[config.mk]
export PLATFORM = sky130hd
export DESIGN_NAME = level_crossing_detector
export DESIGN_NICKNAME = d
export VERILOG_FILES = /design/src/rtl/level_crossing_detector.sv
export SDC_FILE = /design/constraint.sdc
export NUM_CORES = 1
export LEC_CHECK = 0
export BUFFER_PORTS_ARGS = -buffer_cell sky130_fd_sc_hd__buf_2
export CORE_ASPECT_RATIO = 0.6
export CORE_MARGIN = 8
export CORE_UTILIZATION = 44
export CTS_CLUSTER_SIZE = 16
export DETAILED_ROUTE_END_ITERATION = 10
export PLACE_DENSITY = 0.67
export SLEW_MARGIN = 0
export SYNTH_ARGS = -nofsm -noshare
export SYNTH_HDL_FRONTEND = slang
export SYNTH_SLANG_ARGS = --single-unit
[constraint.sdc]
create_clock -name clk -period 3.5 [get_ports clk]
set_input_delay 0.35 -clock clk [delete_from_list [all_inputs] [get_ports clk]]
set_output_delay 0.35 -clock clk [all_outputs]
set_load 0.1 [all_outputs]
[src/rtl/level_crossing_detector.sv]
// Two-threshold hysteresis detector with dwell counting.
// Produces a debounced level, one-cycle rise/fall pulses, the peak sample of
// each active episode and a saturating count of rises.
module level_crossing_detector #(
  parameter int unsigned SIZE_DATA  = 16,
  parameter int unsigned SIZE_HOLD  = 8,
  parameter int unsigned SIZE_COUNT = 16
) (
  input  logic                  clk,
  input  logic                  reset,
  input  logic [SIZE_DATA-1:0]  input_data,
  input  logic                  enable,
  input  logic [SIZE_DATA-1:0]  threshold_high,
  input  logic [SIZE_DATA-1:0]  threshold_low,
  input  logic [SIZE_HOLD-1:0]  hold_set,
  input  logic                  clear_count,
  output logic                  active,
  output logic                  rise_pulse,
  output logic                  fall_pulse,
  output logic [SIZE_DATA-1:0]  peak_data,
  output logic [SIZE_COUNT-1:0] event_count,
  output logic                  config_error
);

  localparam int unsigned HOLD_EXT_W = SIZE_HOLD + 1;

  typedef enum logic [1:0] {
    S_IDLE      = 2'd0,
    S_RISE_PEND = 2'd1,
    S_ACTIVE    = 2'd2,
    S_FALL_PEND = 2'd3
  } state_t;

  state_t                r_state;
  logic [SIZE_HOLD-1:0]  r_cnt;
  logic                  r_active;
  logic                  r_rise;
  logic                  r_fall;
  logic [SIZE_DATA-1:0]  r_peak;
  logic [SIZE_COUNT-1:0] r_events;
  logic                  r_cfg_err;

  logic                  w_cfg_err;
  logic                  w_rise_q;
  logic                  w_fall_q;
  logic                  w_peak_gt;
  logic [HOLD_EXT_W-1:0] w_hold_eff;
  logic [HOLD_EXT_W-1:0] w_cnt_inc;
  logic                  w_first_done;
  logic                  w_cnt_done;
  logic                  w_rise_evt;
  logic                  w_cnt_sat;

  // Signed threshold compares and the effective dwell (hold of 0 acts as 1).
  assign w_cfg_err    = $signed(threshold_low) > $signed(threshold_high);
  assign w_rise_q     = $signed(input_data) >= $signed(threshold_high);
  assign w_fall_q     = $signed(input_data) <= $signed(threshold_low);
  assign w_peak_gt    = $signed(input_data) > $signed(r_peak);
  assign w_hold_eff   = (hold_set == '0) ? HOLD_EXT_W'(1) : HOLD_EXT_W'(hold_set);
  assign w_cnt_inc    = HOLD_EXT_W'(r_cnt) + HOLD_EXT_W'(1);
  assign w_first_done = (w_hold_eff == HOLD_EXT_W'(1));
  // Compared against the live hold, so lowering hold mid-count completes early.
  assign w_cnt_done   = (w_cnt_inc >= w_hold_eff);
  assign w_cnt_sat    = &r_events;

  // A rise completes on this edge: qualifying enabled sample finishing the dwell.
  assign w_rise_evt = !w_cfg_err && enable && w_rise_q &&
                      (((r_state == S_IDLE) && w_first_done) ||
                       ((r_state == S_RISE_PEND) && w_cnt_done));

  // Hysteresis FSM with dwell counter, pulses, level and peak tracking.
  always_ff @(posedge clk) begin
    if (reset) begin
      r_state   <= S_IDLE;
      r_cnt     <= '0;
      r_active  <= 1'b0;
      r_rise    <= 1'b0;
      r_fall    <= 1'b0;
      r_peak    <= '0;
      r_cfg_err <= 1'b0;
    end else begin
      r_rise    <= 1'b0;
      r_fall    <= 1'b0;
      r_cfg_err <= w_cfg_err;
      if (w_cfg_err) begin
        // Inverted thresholds: drop out of any episode, no rise possible.
        r_state  <= S_IDLE;
        r_cnt    <= '0;
        r_active <= 1'b0;
        r_fall   <= r_active;
      end else if (enable) begin
        if (((r_state == S_ACTIVE) || (r_state == S_FALL_PEND)) && w_peak_gt) begin
          r_peak <= input_data;
        end
        case (r_state)
          S_IDLE: begin
            if (w_rise_q) begin
              if (w_first_done) begin
                r_state  <= S_ACTIVE;
                r_cnt    <= '0;
                r_active <= 1'b1;
                r_rise   <= 1'b1;
                r_peak   <= input_data;
              end else begin
                r_state <= S_RISE_PEND;
                r_cnt   <= SIZE_HOLD'(1);
              end
            end
          end
          S_RISE_PEND: begin
            if (w_rise_q) begin
              if (w_cnt_done) begin
                r_state  <= S_ACTIVE;
                r_cnt    <= '0;
                r_active <= 1'b1;
                r_rise   <= 1'b1;
                r_peak   <= input_data;
              end else begin
                r_cnt <= SIZE_HOLD'(w_cnt_inc);
              end
            end else begin
              r_state <= S_IDLE;
              r_cnt   <= '0;
            end
          end
          S_ACTIVE: begin
            if (w_fall_q) begin
              if (w_first_done) begin
                r_state  <= S_IDLE;
                r_cnt    <= '0;
                r_active <= 1'b0;
                r_fall   <= 1'b1;
              end else begin
                r_state <= S_FALL_PEND;
                r_cnt   <= SIZE_HOLD'(1);
              end
            end
          end
          S_FALL_PEND: begin
            if (w_fall_q) begin
              if (w_cnt_done) begin
                r_state  <= S_IDLE;
                r_cnt    <= '0;
                r_active <= 1'b0;
                r_fall   <= 1'b1;
              end else begin
                r_cnt <= SIZE_HOLD'(w_cnt_inc);
              end
            end else begin
              r_state <= S_ACTIVE;
              r_cnt   <= '0;
            end
          end
          default: begin
            r_state  <= S_IDLE;
            r_cnt    <= '0;
            r_active <= 1'b0;
          end
        endcase
      end
    end
  end

  // Saturating rise counter; a coincident clear and rise leaves exactly one.
  always_ff @(posedge clk) begin
    if (reset) begin
      r_events <= '0;
    end else if (w_rise_evt) begin
      if (clear_count) begin
        r_events <= SIZE_COUNT'(1);
      end else if (!w_cnt_sat) begin
        r_events <= r_events + SIZE_COUNT'(1);
      end
    end else if (clear_count) begin
      r_events <= '0;
    end
  end

  assign active       = r_active;
  assign rise_pulse   = r_rise;
  assign fall_pulse   = r_fall;
  assign peak_data    = r_peak;
  assign event_count  = r_events;
  assign config_error = r_cfg_err;

endmodule

==> out/metrics.cfg <==
[power_and_ir_drop]
max-vdd-ir-drop_mv=0.220
switching_share=0.320
finalPower_w=0.00148
p_int_w=0.00101
switching_power_w=0.000474
clockPowerShare=0.375
p_comb_frac=0.261
sequentialPowerShare=0.364
p_leak_nw=2.40
power.density_mw_per_mm2=298

[clock_tree]
cts_root_buffer=clkbuf_16
clock_sinks=46
clock_latency_ps=300
clkTransAtPathRegs_ps=70
cts_resized=0
cts_tree=yes
holdBufCountCts=0
postCtsSetupBuffers=0
htreeDepth=2
ctsLongestPathBuffers=2
cts_buffers=5

[synthesis]
ys_async_sr_fraction=0
synth-edff-count=0
syn_area_per_cell_sq_um=8.28
yosys_most_used_dff=dfxtp_1
yosysSeqAreaShare=0.217
ys_ff_latch=46
synth.distinct_cells=56
syn_nets=646
yosys_warnings=0
synth_area_sq_mm=0.00424
syn_inst=512

[floorplan]
initial_core_util=0.458
rows=27
die_h_um=92.1
die_area_sq_mm=0.0131
io_pins=96
core_sq_mm=0.00926
die_w_um=143

[critical_path]
path_cells=ha_1 > nand3_1 > or2_2 > nand2_1 > ha_1 > a21o_1 > nand2_1 > o2111a_1 > o21a_1 > nor4_4 > and2_2 > o21a_1 > buf_4 > o31ai_1
path_class=register to register
crit_path_max_incr_delay_ps=420
worstSetupEndpointType=register
start_kind=register
crit_required_ps=3700
cp_slowest_cell=dfxtp_1
critPathArrivalTime_ps=3440
crit_buf_inv=1
crit_fanout=17
path_delay_family=compound AO/OA/AOI/OAI gates

[global_routing]
grt-ovfl-total=0
antenna_found_initial=0
grt_usage=0.186
grt_pass1_wl_um=19900
grt_start_max_net_pins=28
grt_pass1_vias=3901

[sta]
setup_viol=0
hold_violations=0
worst_clock_skew_ps=8.30
holdWs_ps=334
relSlewSlack=0.433
tns_ps=0
report.final.slew_viol_count=0
finalCritPeriodShare=0.925
fmax_ghz=0.309
period_minus_slack_ps=3240
worst_slack_ps=262
rsz0062_at_grt=true
worstMarginPinSlew_ps=850

[placed_design]
finalWeightedCongestion=0.897
hpwl_um=10200
portBuffers=95
dpl_worst_slack_ps=159

[routing]
routedWlPerCell_um=17.0
drt_wl_total_um=12500
drc=0
drtIter0Drc=276
vias=4028
ant_nets=0
viasPerCell=5.51
drt-pass1-iter-count=5

[run]
max-cap-violations=0

[layout]
drive_gt1_frac=0.225
final_nets=734
n_antenna_cell=0
area_growth_pct=17.3
mostFrequentLayoutCells=buf_2 (95), ha_1 (74), inv_1 (63)
final_common_cell=buf_2

[hold_path]
hold_path_class=primary input to register

[status]
status=complete, no violations

## state kept, by name (all words and copies together), names as in the netlist
register and flops:
config_error 1, event_count 16, active 1, peak_data 16, r_state 2, fall_pulse 1
rise_pulse 1, r_cnt 8
## power by group through the flow
stage	Combinational, W	Clock [W]	Sequential (W)
detailed placement	0.000378	0	0.000550
CTS	0.000382	0.000560	0.000538
global route	0.000426	0.000583	0.000539
floorplan	0.000222	0	0.000589
finish	0.000387	0.000556	0.000538
global placement	0.000368	0	0.000550
## cells in the mapped netlist (4+ instances only)
library cell	number	share of area
a21o_1	13	0.023
a21oi_1	42	0.050
a31o_2	4	0.0083
and2_1	4	0.0059
and3_1	7	0.010
buf_2	7	0.0083
clkbuf_1	8	0.0071
dfxtp_1	46	0.22
ha_1	74	0.22
inv_1	63	0.056
mux2i_1	10	0.024
nand2_1	51	0.045
nand2b_1	11	0.016
nand3_1	12	0.014
nand4_1	20	0.029
nor2_1	21	0.019
nor2b_1	4	0.0059
nor3_1	6	0.0071
o2111ai_1	15	0.031
o211ai_1	4	0.0071
o21a_1	5	0.0089
o21ai_0	14	0.017
o31ai_1	5	0.0089
o31ai_4	10	0.050
or2_2	5	0.0074
or3_1	9	0.013
## final timing paths
check / from / end / slack [ps] / cells past startpoint
min reg2reg: active / active / 470 / 2
max reg2reg: r_cnt[0] / peak_data[2] / 260 / 14
min: input_data[0] / peak_data[0] / 330 / 3
max: r_cnt[0] / peak_data[2] / 260 / 14
## final cells by class
type,instances,area [sq um]
Clock buffer,6,129
Clock inverter,2,37.5
Fill cell,902,4280
Inverter,63,236
Multi-Input combinational cell,383,2970
Sequential cell,46,921
Tap cell,130,163
Timing Repair Buffer,101,520
## worst min-delay path, delay by kind of cell
kind	cells	cell delay, ps
buffers and inverters	1	120
multiplexers	1	60
AND/OR/NAND/NOR	1	50
## stage by stage
step | utilization | std cells | cell area, sq um
after floorplan | - | 512 | 4240
after global placement | 0.519 | 723 | 4810
after detailed placement | 0.519 | 723 | 4810
after global routing | 0.537 | 731 | 4970
after CTS | 0.537 | 731 | 4970
final | 0.537 | 731 | 4970
## metal layers
layer | share of wire | vias to the layer above | GRT usage
li1 | - | 2043 | -
met1 | 0.51 | 1845 | 0.265
met2 | 0.41 | 133 | 0.278
met3 | 0.079 | 7 | 0.0466
met4 | 0.0055 | 0 | 0.0325
met5 | 0 | - | 0
## logic make-up after synthesis
logic type      synth area share
flops                      0.217
compound gates             0.244
buf+inv                   0.0838
simple gates               0.211
fa+ha+maj                  0.218
xor+xnor                 0.00207
mux                       0.0236
Note: power is estimated with default switching activity, not from simulation.
